--- config.mk ---
export PLATFORM = sky130hd
export DESIGN_NAME = op_word_packer
export DESIGN_NICKNAME = d
export VERILOG_FILES = /design/src/rtl/op_word_packer.sv
export SDC_FILE = /design/constraint.sdc
export NUM_CORES = 1
export LEC_CHECK = 0
export CAP_MARGIN = 20
export CORE_ASPECT_RATIO = 0.7
export CORE_MARGIN = 2
export CORE_UTILIZATION = 52
export CTS_BUF_LIST = sky130_fd_sc_hd__clkbuf_2
export CTS_CLUSTER_DIAMETER = 60
export DETAILED_ROUTE_END_ITERATION = 16
export PLACE_DENSITY = 0.78
export SYNTH_ARGS = -nofsm -noshare
export SYNTH_HDL_FRONTEND = slang
export SYNTH_SLANG_ARGS = --single-unit
--- constraint.sdc ---
create_clock -name clk -period 2.2 [get_ports clk]
set_input_delay 0.55 -clock clk [delete_from_list [all_inputs] [get_ports clk]]
set_output_delay 0.55 -clock clk [all_outputs]
set_load 0.01 [all_outputs]
--- src/rtl/op_word_packer.sv ---
// Writer side of the 10-bit packed op-word format: raw or field-view writes
// into a small FIFO drained over a valid/ready stream.
module op_word_packer #(
  parameter int DEPTH  = 4,
  parameter bit SEQ_EN = 1'b1
) (
  input  logic                     clk,
  input  logic                     rst,
  input  logic                     in_valid,
  output logic                     in_ready,
  input  logic                     in_raw,
  input  logic [9:0]               in_data,
  input  logic [2:0]               in_op2,
  input  logic [2:0]               in_op5,
  output logic                     out_valid,
  input  logic                     out_ready,
  output logic [9:0]               out_data,
  output logic [$clog2(DEPTH):0]   level
);

  localparam int AW = $clog2(DEPTH);
  localparam logic [AW:0] FULL = (AW+1)'(DEPTH);

  logic [DEPTH-1:0][9:0] mem;
  logic [AW-1:0]         wr_ptr, rd_ptr;
  logic [3:0]            seq;
  logic                  push, pop;
  logic [9:0]            wdata;
  logic [3:0]            tag;

  // in_ready depends on registered occupancy only: a full FIFO never
  // accepts, even when the head is being popped in the same cycle.
  assign in_ready  = (level < FULL);
  assign out_valid = (level != '0);
  assign push      = in_valid && in_ready;
  assign pop       = out_valid && out_ready;
  assign out_data  = out_valid ? mem[rd_ptr] : 10'h000;

  assign tag   = SEQ_EN ? seq : 4'h0;
  assign wdata = in_raw ? in_data : {tag, in_op2, in_op5};

  always_ff @(posedge clk) begin
    if (rst) begin
      wr_ptr <= '0;
      rd_ptr <= '0;
      level  <= '0;
      seq    <= 4'h0;
    end else begin
      if (push) begin
        mem[wr_ptr] <= wdata;
        wr_ptr      <= wr_ptr + 1'b1;
        if (!in_raw) seq <= seq + 4'h1;
      end
      if (pop) rd_ptr <= rd_ptr + 1'b1;
      case ({push, pop})
        2'b10:   level <= level + 1'b1;
        2'b01:   level <= level - 1'b1;
        default: level <= level;
      endcase
    end
  end

endmodule

# Yosys cells after proc, flatten, opt, wreduce, memory -nomap -nowiden
# Cells that the tools add are included.
# Widths: inputs -> output; s select.
[op_classes] add_sub_neg=5 order_cmp=4 eq_ne=2 n_mux=8 bitwise_logic=2 n_reduce_logical=7
[ops] cell="$bwmux 40" count=1
[ops] cell="$mux 10" count=4
[ops] cell="$bmux 10 s2" count=1
[ops] cell="$demux 10 s2" count=1
[ops] cell="$lt 2x3->1 const B" count=2
[ops] cell="$pmux 3 s2" count=1
[ops] cell="$add 2x1->2 const B" count=2
[ops] cell="$add 4x1->4 const B" count=1
[ops] cell="$reduce_and 2->1" count=2
[ops] cell="$add 3x1->3 const B" count=1
[ops] cell="$logic_and 1x1->1" count=3
[ops] cell="$lt 3x3->1 const B" count=1
[ops] cell="$reduce_bool 3->1" count=1
[ops] cell="$sub 3x1->3 const B" count=1
[ops] cell="$eq 2x1->1 const B" count=1
[ops] cell="$eq 2x2->1 const B" count=1
[ops] cell="$ge 2x1->1 const B" count=1
[ops] cell="$not 1->1" count=2
[ops] cell="$reduce_bool 2->1" count=1
[totals] ff_bits=51 inputBits=21 elab_cells=36

# Logic depth before layout (Yosys ltp)
# Gate-level depths: netlist (run 1).
[depth] word_depth=5 mapped_depth=8 ltp_nobuf=8

# Least setup slack after synthesis (run 1)
# OpenSTA, ideal clock, no wires.
[synth_timing] path_kind="input port to flip-flop" start="in in_valid" end="reg level[2]" setup_time_ps=71 t_arrival_ps=1935 required_time_ps=2129 setup_slack_ps=194 stages=8 n_path_buf=0 path_cell_list="nor2b_1 inv_2 ha_1 inv_1 fa_1 xor2_1 or3_1 a21oi_1"
[synth_between] elab_chain_len=3 word_cells_on_any_way=5 classes_between="2 x eq/ne; 1 x mux; 2 x reduce/logical"
[synth_lines] element="from (decl)" line_no="9" rtl="input logic in_valid,"
[synth_lines] element="$logic_and 1x1->1 (*)" line_no="35" rtl="assign push = in_valid && in_ready;"
[synth_lines] element="$eq 2x1->1 / $eq 2x2->1 (equally long branches)" line_no="55" rtl="case ({push, pop})"
[synth_lines] element="$pmux 3 s2 / $reduce_bool 2->1 (equally long branches)"
[synth_lines] element="to (signal assigned)" line_no="56" rtl="2'b10: level <= level + 1'b1;"
[synth_lines] element="to (signal assigned)" line_no="57" rtl="2'b01: level <= level - 1'b1;"
[synth_lines] element="to (signal assigned)" line_no="58" rtl="default: level <= level;"
[synth_lines] element="to (decl)" line_no="18" rtl="output logic [$clog2(DEPTH):0] level"
# Mark *: on every way between the ends. The rest lies on a longest branch, timed or not.
# A chain may end at the register's enable or synchronous reset.

# Worst setup path in the final report (run 1)
[layout_timing] start="reg rd_ptr[0]" end="out out_data[6]"
[layout_between] elab_chain_len=3
[layout_lines] element="from (decl)" line_no="25" rtl="logic [AW-1:0] wr_ptr, rd_ptr;"
[layout_lines] element="from (signal assigned)" line_no="54" rtl="if (pop) rd_ptr <= rd_ptr + 1'b1;"
[layout_lines] element="$bmux 10 s2" line_no="37" rtl="assign out_data = out_valid ? mem[rd_ptr] : 10'h000;"
[layout_lines] element="$mux 10 (not written as such)" line_no="37"
[layout_lines] element="$mux 10" line_no="37"
[layout_lines] element="to (decl)" line_no="17" rtl="output logic [9:0] out_data,"
# Every way passes these cells. The select of a mux whose other input is x is not followed.

==> key figures, run 1 <==
GRT
  – Vias in the first global route: 1463
  – Largest net degree at the start of global routing: 17
  – GRT Total Usage: 20.2%
  – Global route overflow: 0
  – First-pass GRT wire length: 6.92 mm
  – Initial antenna violation count: 0

Die
  – DIE AREA: 0.00486 mm^2
  – FP Rows: 19
  – IO Pins: 36
  – Die Y: 58.9 um
  – Initial core utilization: 55.8%
  – Die Wd: 82.5 um
  – Total core area: 0.00402 mm^2

Pwr
  – Worst vdd ir: 0.648 mV
  – Pwr Total: 2.98 mW
  – Power Dens Cells: 1020 mW/mm^2
  – Pleak: 1.08 nW

Timing
  – Slew HR: 80.5%
  – Worst-case clock skew: 0.0202 ns
  – Crit path time final: 2.25 ns
  – Final Hold Viols: 0
  – Min Hold Slack: 0.525 ns
  – Setup TNS: -0.298 ns
  – Setup violations, final: 10
  – Max Fclk: 445 MHz
  – Final Cycle Share: 102%
  – Worst setup margin: -0.0484 ns
  – RSZ-0062 raised after global routing: yes
  – Slew Limit Fails: 0
  – Worst-Margin Slew: 0.293 ns

Critical path
  – Crit. End Element: output pin
  – CP bufs+invs: 2
  – CP required: 1.65 ns
  – Critical path class: reg -> out
  – CP peak stage delay: 0.49 ns
  – Arrival @ worst endpoint: 1.70 ns
  – CP Launch Type: register
  – CP Cell Sequence: buf_8 -> mux4_2 -> nor2b_1 -> buf_2
  – Top delay family on crit path: multiplexers
  – Crit-path slowest cell: mux4_2
  – CP Max Fanout: 6

Placed design
  – Worst slack at placement: -0.293 ns
  – GPL Wtd Cong: 0.911
  – I/O Buffers: 35
  – DP Cell Count: 243
  – Detailed placement HPWL: 3.02 mm

Drt
  – Drt wl/cell: 16.9 um
  – Final wirelength: 4.32 mm
  – TritonRoute pass-1 iters: 4
  – DRT iter0 DRCs: 46
  – Antenna viol nets, final: 0
  – Vias per cell: 5.37
  – Vias post-DR: 1370
  – Drc violations: 0

Yosys
  – Yosys reg bits: 51
  – Top-count cell post-synth: edfxtp_1
  – Share of flip-flops with an asynchronous set or reset: 0%
  – Synth Area in XOR/XNOR: 2.35%
  – Ys flop type: edfxtp_1
  – Avg Cell Area, Syn: 15.7 um^2
  – Syn Inst Count: 143
  – Compound-Gate Fraction of Synth Area: 2.12%
  – Ys Warns: 0
  – Mux contribution to synthesized area: 15.7%
  – Number of enable flip-flop cells after synthesis: 40
  – Share of the synthesized area in the top cell type: 53.6%
  – Post-synthesis simple-gate area fraction: 9.27%
  – Area contributors post-synth: edfxtp_1 54%, dfxtp_1 9.8%, mux4_2 9.0%
  – Mapped cell area: 0.00224 mm^2
  – Leading area contributor after synthesis: edfxtp_1
  – Post-Syn Nets: 171
  – Largest family of logic cells by synthesized area: multiplexers
  – Synth unique cells: 30
  – Synth top cells by count: 40 x edfxtp_1, 11 x dfxtp_1, 11 x nor2b_1
  – Adder-Cell Fraction of Synth Area: 4.24%
  – Sequential area share after synthesis: 63.4%

Worst hold path
  – Worst min-delay path class: reg -> reg

Clock network
  – Clock root buffer: clkbuf_2
  – CTS Buf Count: 5
  – Clk_lat worst skew: 0.40 ns
  – CTS tree: done
  – Clock Tree Buf Depth: 2
  – Worst-path clk slew: 0.23 ns
  – Clk sink count: 51
  – CTS H-Tree Depth: 2

Layout
  – P&R area growth vs syn: 29.9%
  – Nets: 230
  – Antenna Cells: 0
  – Non-Filler Instances: 255
  – Layout cells sized above 1: 34.0%

Run
  – Max-Cap Viols: 0

Outcome
  – Status: finished, violations left
  – Failing checks: setup timing
-- metrics by stage --
stage | util, % | instance area [um^2]
finish | 72.5 | 2910
global route | 72.5 | 2910
CTS | 72.1 | 2900
detailed placement | 70.6 | 2840
global placement | 70.6 | 2840
floorplan | - | 2240
-- cell families after synthesis --
| group | count (synthesis) |
|---|---|
| AND/OR/NAND/NOR | 35 |
| buffers and inverters | 14 |
| flip-flops | 51 |
| XOR/XNOR | 6 |
| AO/OA/AOI/OAI | 9 |
| adder cells (fa/ha/maj) | 7 |
| multiplexers | 21 |
-- worst min-delay path, stage by stage (launching register included) --
cell     delay (ns)
dfxtp_1        0.39
nand2_1        0.06
a21oi_1        0.06
-- routing by layer --
| layer | up-vias | GRT usage, % | part of all wire [%] |
|---|---|---|---|
| li1 | 645 | - | - |
| met1 | 690 | 25.5 | 43 |
| met2 | 29 | 35.5 | 52 |
| met3 | 6 | 4.91 | 3.8 |
| met4 | 0 | 4.29 | 1.3 |
| met5 | - | 0 | 0 |
-- layout make-up --
type	instances	area, um^2
Sequential cell	51	1430
Fill cell	275	1110
Clock buffer	6	30.0
Timing Repair Buffer	57	557
Clock inverter	2	37.5
Inverter	9	33.8
Tap cell	52	65.1
Multi-Input combinational cell	78	757
-- registers in the layout, summed over array words and instances, names as in the netlist --
name,cells
wr_ptr,2
seq,4
rd_ptr,2
level,3
mem,40
-- what timing repair did --
action                                 in CTS  in global routing
setup buffers                               3                  2
resized for setup                          49                  5
hold buffers                                0                  0
pin swaps                                   0                  0
endpoints found under the hold margin       0                  0
setup endpoints to repair                  11                 11
cloned                                      0                  0
-- final timing paths --
path              cells past startpoint                endpoint                    from  slack, ns
setup / recovery                      4             out_data[6]  rd_ptr[0]$_SDFFE_PP0N_      -0.05
hold / removal                        2  wr_ptr[1]$_SDFFE_PP0P_  wr_ptr[1]$_SDFFE_PP0P_       0.52
setup reg to reg                      9   level[2]$_SDFFE_PP0P_   level[2]$_SDFFE_PP0P_       0.18
hold reg to reg                       2  wr_ptr[1]$_SDFFE_PP0P_  wr_ptr[1]$_SDFFE_PP0P_       0.52
-- report_power, final --
group	total, mW	switching (mW)	internal (mW)
clock	0.474	0.277	0.197
combinational	1.27	0.569	0.705
sequential	1.23	0.0769	1.16
total	2.98	0.923	2.06
-- cells in the final DEF (no fill, tap or decap), drive strengths merged, types with 9 or more instances in the layout --
| cell | n |
|---|---|
| edfxtp | 40 |
| buf | 32 |
| clkdlybuf4s50 | 24 |
| nor2b | 12 |
| mux2 | 11 |
| dfxtp | 11 |
| mux4 | 10 |
| nor2 | 9 |
| inv | 9 |
No activity file was read; power rests on OpenSTA's default activity.
==> run 2, diff against run 1 <==
Settings changed: TNS_END_PERCENT from default to 20.
==> key figures, run 2 (synthesis gave the netlist of run 1 again) <==
Outcome
  – Failing checks: setup timing
  – Status: finished, violations left

GRT
  – Largest net degree at the start of global routing: 17 (unchanged)
  – Vias in the first global route: 1451 (-0.82%)
  – Initial antenna violation count: 0 (unchanged)
  – GRT Total Usage: 19.8% (-0.37 points)
  – First-pass GRT wire length: 6.82 mm (-1.4%)
  – Global route overflow: 0 (unchanged)

Clock network
  – CTS H-Tree Depth: 2 (unchanged)
  – Clock Tree Buf Depth: 2 (unchanged)
  – Worst-path clk slew: 0.22 ns (about the same)
  – CTS Buf Count: 5 (unchanged)
  – Clk_lat worst skew: 0.40 ns (about the same)
  – Clk sink count: 51 (unchanged)
  – CTS tree: done
  – Clock root buffer: clkbuf_2

Critical path
  – R2R Path Start: level[2]$_SDFFE_PP0P_
  – CP peak stage delay: 0.47 ns (-0.02 ns)
  – CP required: 1.65 ns (about the same)
  – Crit-path slowest cell: clkdlybuf4s50_1
  – CP Cell Sequence: nor3_4 -> buf_4 -> inv_1 -> clkdlybuf4s50_1
  – Reg2reg end: level[2]$_SDFFE_PP0P_
  – Arrival @ worst endpoint: 1.70 ns (about the same)
  – R2r worst-path depth: 9 (unchanged)
  – CP Launch Type: register
  – CP Max Fanout: 5 (-1)
  – Flop2flop setup slack: 0.14 ns (-0.04 ns)
  – Crit. End Element: output pin
  – Critical path class: reg -> out

Timing
  – Worst setup margin: -0.0500 ns (-0.00157 ns)
  – Setup violations, final: 10 (unchanged)
  – Min Hold Slack: 0.516 ns (-0.00939 ns)
  – Setup TNS: -0.210 ns (+0.0877 ns)
  – Final Hold Viols: 0 (unchanged)
  – Worst-case clock skew: 0.0247 ns (+0.00447 ns)
  – Slew Limit Fails: 0 (unchanged)
  – Max Fclk: 444 MHz (about the same)
  – Worst-Margin Slew: 0.312 ns (+0.0190 ns)
  – Final Cycle Share: 102% (about the same)
  – Crit path time final: 2.25 ns (+0.00157 ns)
  – RSZ-0062 raised after global routing: yes
  – Slew HR: 79.2% (-1.3 points)

Drt
  – Drc violations: 0 (unchanged)
  – Final wirelength: 4.37 mm (+1.1%)
  – Antenna viol nets, final: 0 (unchanged)
  – DRT iter0 DRCs: 59 (+28%)
  – Vias per cell: 5.39 (+0.24%)
  – Drt wl/cell: 17.0 um (+0.32%)
  – Vias post-DR: 1384 (+1.0%)
  – TritonRoute pass-1 iters: 4 (unchanged)

Worst hold path
  – Min-Delay Startpoint: wr_ptr[1]$_SDFFE_PP0P_
  – WHS Endpoint: wr_ptr[1]$_SDFFE_PP0P_
  – Worst min-delay path class: reg -> reg
  – Worst hold path depth: 2 (unchanged)

Layout
  – Max reg flops: 40 (unchanged)
  – FILL cells: 272 (-1.1%)
  – Layout cells sized above 1: 35.6% (+1.6 points)
  – P&R area growth vs syn: 32.0%
  – Largest registers: mem x40, seq x4, level x3
  – Finished Cell Area: 0.00296 mm^2 (+1.6%)
  – Non-Filler Instances: 257 (+0.78%)
  – Layout Utilization: 73.7% (+1.2 points)
  – Most frequent cells in the layout: 40 x edfxtp_1, 25 x clkdlybuf4s50_1, 16 x buf_4
  – Most flop-heavy register: mem
  – Nets: 232 (+0.87%)
  – Most common cell after layout, fill and taps aside: edfxtp_1
  – Antenna Cells: 0 (unchanged)

Pwr
  – Pwr Total: 3.13 mW (+5.2%)
  – Pleak: 1.09 nW (+1.0%)
  – Sw Share: 30.9% (-0.040 points)
  – Clk pwr share: 15.1% (-0.8 points)
  – Internal power: 2.16 mW (+5.2%)
  – Worst vdd ir: 0.569 mV (-12%)
  – Power Dens Cells: 1060 mW/mm^2 (+3.5%)
  – Logic pwr share: 45.3% (+2.6 points)
  – Sequential power share: 39.6% (-1.8 points)
  – Switching pwr: 970 uW (+5.0%)

Die
  – IO Pins: 36 (unchanged)
  – Initial core utilization: 55.8% (unchanged)
  – DIE AREA: 0.00486 mm^2 (unchanged)
  – Die Wd: 82.5 um (unchanged)
  – FP Rows: 19 (unchanged)
  – Total core area: 0.00402 mm^2 (unchanged)
  – Die Y: 58.9 um (unchanged)

Placed design
  – DP Cell Count: 243 (unchanged)
  – I/O Buffers: 35 (unchanged)
  – Post-DP Area: 0.00284 mm^2 (unchanged)
  – Worst slack at placement: -0.293 ns (unchanged)
  – Detailed placement HPWL: 3.02 mm (unchanged)
  – GPL Wtd Cong: 0.911 (unchanged)

Run
  – Max-Cap Viols: 0 (unchanged)
[run 2: cell types whose count changed in the layout (fill, tap and decap cells not counted)]
cell             before  now
nor2b_1              11    9
dlymetal6s2s_1        1    0
dfxtp_4               2    1
buf_2                 9    7
nor3_2                1    0
clkdlybuf4s50_1      24   25
dfxtp_2               2    3
nor2b_4               1    3
nor3_4                0    1
buf_6                 1    3
buf_4                15   16
clkdlybuf4s15_2       0    1
[run 2: layout make-up]
| cell class | instances | area, um^2 | area share, % |
|---|---|---|---|
| Clock inverter | 2 | 37.5 | 1.27 |
| Inverter | 9 | 33.8 | 1.14 |
| Timing Repair Buffer | 59 | 586 | 19.8 |
| Clock buffer | 6 | 30.0 | 1.01 |
| Sequential cell | 51 | 1430 | 48.3 |
| Multi-Input combinational cell | 78 | 778 | 26.3 |
| Tap cell | 52 | 65.1 | 2.20 |
[run 2: power groups by stage]
stage / logic [mW] / registers [mW] / clock network, mW
floorplan: 0.649 / 1.23 / 0
global placement: 1.24 / 1.23 / 0
detailed placement: 1.27 / 1.24 / 0
CTS: 1.24 / 1.23 / 0.483
global route: 1.55 / 1.25 / 0.526
finish: 1.42 / 1.24 / 0.473
[run 2: layer usage]
metal	up-vias	wire length, um	global-route usage, %
met2	39	2260	35.1
met1	694	1840	24.7
met5	-	0	0
met4	0	58	4.29
li1	645	-	-
met3	6	211	4.91
[run 2: critical path, delay by kind of cell, from the launching register on]
family	cells	cell delay [ns]
AND/OR/NAND/NOR	1	0.22
buffers and inverters	3	0.70
flip-flops	1	0.41
[run 2: timing repair]
item	4_1_cts	5_1_grt
cloned	0	1
gates resized for setup	49	8
hold buffers	0	0
endpoints found under the setup margin	11	11
setup buffers	2	4
[run 2: worst max-delay path by stage]
stage / start / to / slack [ns] / cells past startpoint
final: level[0]$_SDFFE_PP0P_ / out_valid / -0.05 / 4
after CTS: rd_ptr[0]$_SDFFE_PP0N_ / out_data[6] / -0.15 / 5
after global routing: level[0]$_SDFFE_PP0P_ / out_valid / -0.21 / 4
after floorplan: in_valid / level[2]$_SDFFE_PP0P_ / 0.19 / 8
after detailed placement: in_valid / level[2]$_SDFFE_PP0P_ / -0.29 / 9
after global placement: in_valid / level[2]$_SDFFE_PP0P_ / -0.18 / 9
==> run 3, diff against run 2 <==
Settings changed: CORE_UTILIZATION 52 to 55, GPL_TIMING_DRIVEN from default to 0, PLACE_DENSITY 0.78 to 0.82.
==> key figures, run 3 (synthesis gave the netlist of run 1 again) <==
Critical path
  – CP Max Fanout: 5 (unchanged)
  – CP Launch Type: register
  – CP Cell Sequence: buf_12 -> mux4_2 -> nor2b_4 -> buf_6
  – Critical path class: reg -> out
  – CP required: 1.65 ns (about the same)
  – Crit-path slowest cell: mux4_2
  – CP bufs+invs: 2 (-1)
  – Crit. End Element: output pin
  – CP peak stage delay: 0.51 ns (+0.04 ns)
  – Arrival @ worst endpoint: 1.79 ns (+0.09 ns)
  – Top delay family on crit path: multiplexers

Placed design
  – Detailed placement HPWL: 2.86 mm (-5.2%)
  – GPL Wtd Cong: 0.711 (-22%)
  – DP Cell Count: 230 (-5.3%)
  – I/O Buffers: 35 (unchanged)

Timing
  – Crit path time final: 2.34 ns (+0.0936 ns)
  – Final Hold Viols: 0 (unchanged)
  – Min Hold Slack: 0.517 ns (+0.00197 ns)
  – Setup violations, final: 10 (unchanged)
  – Worst-case clock skew: 0.0390 ns (+0.0143 ns)
  – Slew Limit Fails: 0 (unchanged)
  – RSZ-0062 raised after global routing: yes
  – Slew HR: 63.2% (-16 points)
  – Worst-Margin Slew: 0.553 ns (+0.241 ns)
  – Max Fclk: 427 MHz (-4.0%)
  – Worst setup margin: -0.144 ns (-0.0936 ns)
  – Final Cycle Share: 107% (+4.3 points)

Clock network
  – CTS Buf Count: 5 (unchanged)
  – CTS tree: done
  – Worst-path clk slew: 0.26 ns (+0.04 ns)
  – Clock Tree Buf Depth: 2 (unchanged)
  – CTS H-Tree Depth: 2 (unchanged)
  – Clock root buffer: clkbuf_2
  – Clk_lat worst skew: 0.44 ns (+0.04 ns)
  – Clk sink count: 51 (unchanged)
  – Hold buffer count at cts: 0 (unchanged)

Layout
  – Max reg flops: 40 (unchanged)
  – Nets: 221 (-4.7%)
  – Largest registers: mem x40, seq x4, level x3
  – Most frequent cells in the layout: 40 x edfxtp_1, 24 x clkdlybuf4s50_1, 10 x mux4_2, 10 x mux2_2, 9 x nor2_1
  – P&R area growth vs syn: 26.8%
  – Most flop-heavy register: mem
  – Non-Filler Instances: 246 (-4.3%)
  – Most common cell after layout, fill and taps aside: edfxtp_1
  – Layout cells sized above 1: 32.5% (-3.1 points)
  – Antenna Cells: 0 (unchanged)

Pwr
  – Switching pwr: 1.02 mW (+4.7%)
  – Clk pwr share: 11.4% (-3.7 points)
  – Pleak: 1.04 nW (-4.7%)
  – Sequential power share: 40.6% (+1.0 points)
  – Internal power: 2.09 mW (-3.5%)
  – Power Dens Cells: 1090 mW/mm^2 (+3.2%)
  – Sw Share: 32.7% (+1.8 points)
  – Worst vdd ir: 0.950 mV (+67%)
  – Logic pwr share: 48.0% (+2.7 points)

GRT
  – Largest net degree at the start of global routing: 15 (-2)
  – Initial antenna violation count: 0 (unchanged)
  – First-pass GRT wire length: 6.86 mm (+0.50%)
  – Vias in the first global route: 1384 (-4.6%)
  – Global route overflow: 0 (unchanged)
  – GRT Total Usage: 21.3% (+1.5 points)

Drt
  – Drt wl/cell: 17.8 um (+5.0%)
  – Drc violations: 0 (unchanged)
  – Vias per cell: 5.51 (+2.3%)
  – Final wirelength: 4.39 mm (+0.53%)
  – Antenna viol nets, final: 0 (unchanged)
  – DRT iter0 DRCs: 92 (+56%)
  – TritonRoute pass-1 iters: 4 (unchanged)
  – Vias post-DR: 1355 (-2.1%)

Die
  – Initial core utilization: 57.1% (+1.4 points)
  – FP Rows: 19 (unchanged)
  – Die Wd: 80.3 um (-2.6%)
  – IO Pins: 36 (unchanged)
  – Die Y: 57.4 um (-2.6%)
  – DIE AREA: 0.00461 mm^2 (-5.1%)
  – Total core area: 0.00392 mm^2 (-2.4%)

Worst hold path
  – Worst min-delay path class: reg -> reg

Outcome
  – Failing checks: setup timing
  – Status: finished, violations left

Run
  – Max-Cap Viols: 0 (unchanged)
==> run 3: worst paths after layout <==
path | slack [ns] | end | startpoint | cells after the start
worst min-delay path | 0.52 | wr_ptr[1]$_SDFFE_PP0P_ | wr_ptr[1]$_SDFFE_PP0P_ | 2
worst min register to register | 0.52 | wr_ptr[1]$_SDFFE_PP0P_ | wr_ptr[1]$_SDFFE_PP0P_ | 2
worst max-delay path | -0.14 | out_data[8] | rd_ptr[0]$_SDFFE_PP0N_ | 4
worst max register to register | 0.20 | level[2]$_SDFFE_PP0P_ | level[2]$_SDFFE_PP0P_ | 8
==> run 3: metal layers <==
layer,share of wire [%],routed length (um),track usage [%]
met4,2.2,97,7.99
met3,6.3,275,6.49
met1,43,1870,27.2
met2,49,2150,34.9
met5,0,0,0
==> run 3: timing repair <==
action	in CTS	in global routing
setup buffers	7	1
gates cloned	1	0
pin swaps	1	1
setup endpoints to repair	11	19
resized for setup	63	9
==> run 3: stage by stage <==
| stage | util [%] | setup WS [ns] | area [um^2] | setup TNS [ns] | power (mW) |
|---|---|---|---|---|---|
| 5_1_grt | 72.4 | -0.214 | 2840 | -1.88 | 3.27 |
| 2_1_floorplan | - | 0.194 | 2240 | 0 | 1.88 |
| 3_3_place_gp | 67.7 | -0.311 | 2660 | -10.05 | 2.32 |
| 3_5_place_dp | 67.7 | -0.425 | 2660 | -13.64 | 2.37 |
| 4_1_cts | 71.9 | -0.171 | 2820 | -1.26 | 3.05 |
| 6_report | 72.4 | -0.144 | 2840 | -1.18 | 3.10 |
==> run 3: power groups by stage <==
stage / sequential (mW) / clock, mW / combinational, mW
after floorplan: 1.23 / 0 / 0.649
after global routing: 1.27 / 0.392 / 1.60
after CTS: 1.25 / 0.353 / 1.45
after detailed placement: 1.24 / 0 / 1.13
after global placement: 1.23 / 0 / 1.09
final: 1.26 / 0.354 / 1.49
==> run 3: final cells by class <==
type,count,area (um^2)
flip-flops and latches,51,1430
clock inverters,2,7.51
plain buffers,5,47.5
fillers,260,1080
clock buffers,6,30.0
repair buffers,43,423
well taps,52,65.1
inverters,9,33.8
multi-input cells,78,803
==> run 3: worst register-to-register path: stages, from the launching register on <==
cell and delay, ns:
dfxtp_4 0.49, o31ai_1 0.13, inv_1 0.08, ha_2 0.18, inv_1 0.06, fa_1 0.38
xor2_1 0.16, or3_1 0.32, a21oi_1 0.15
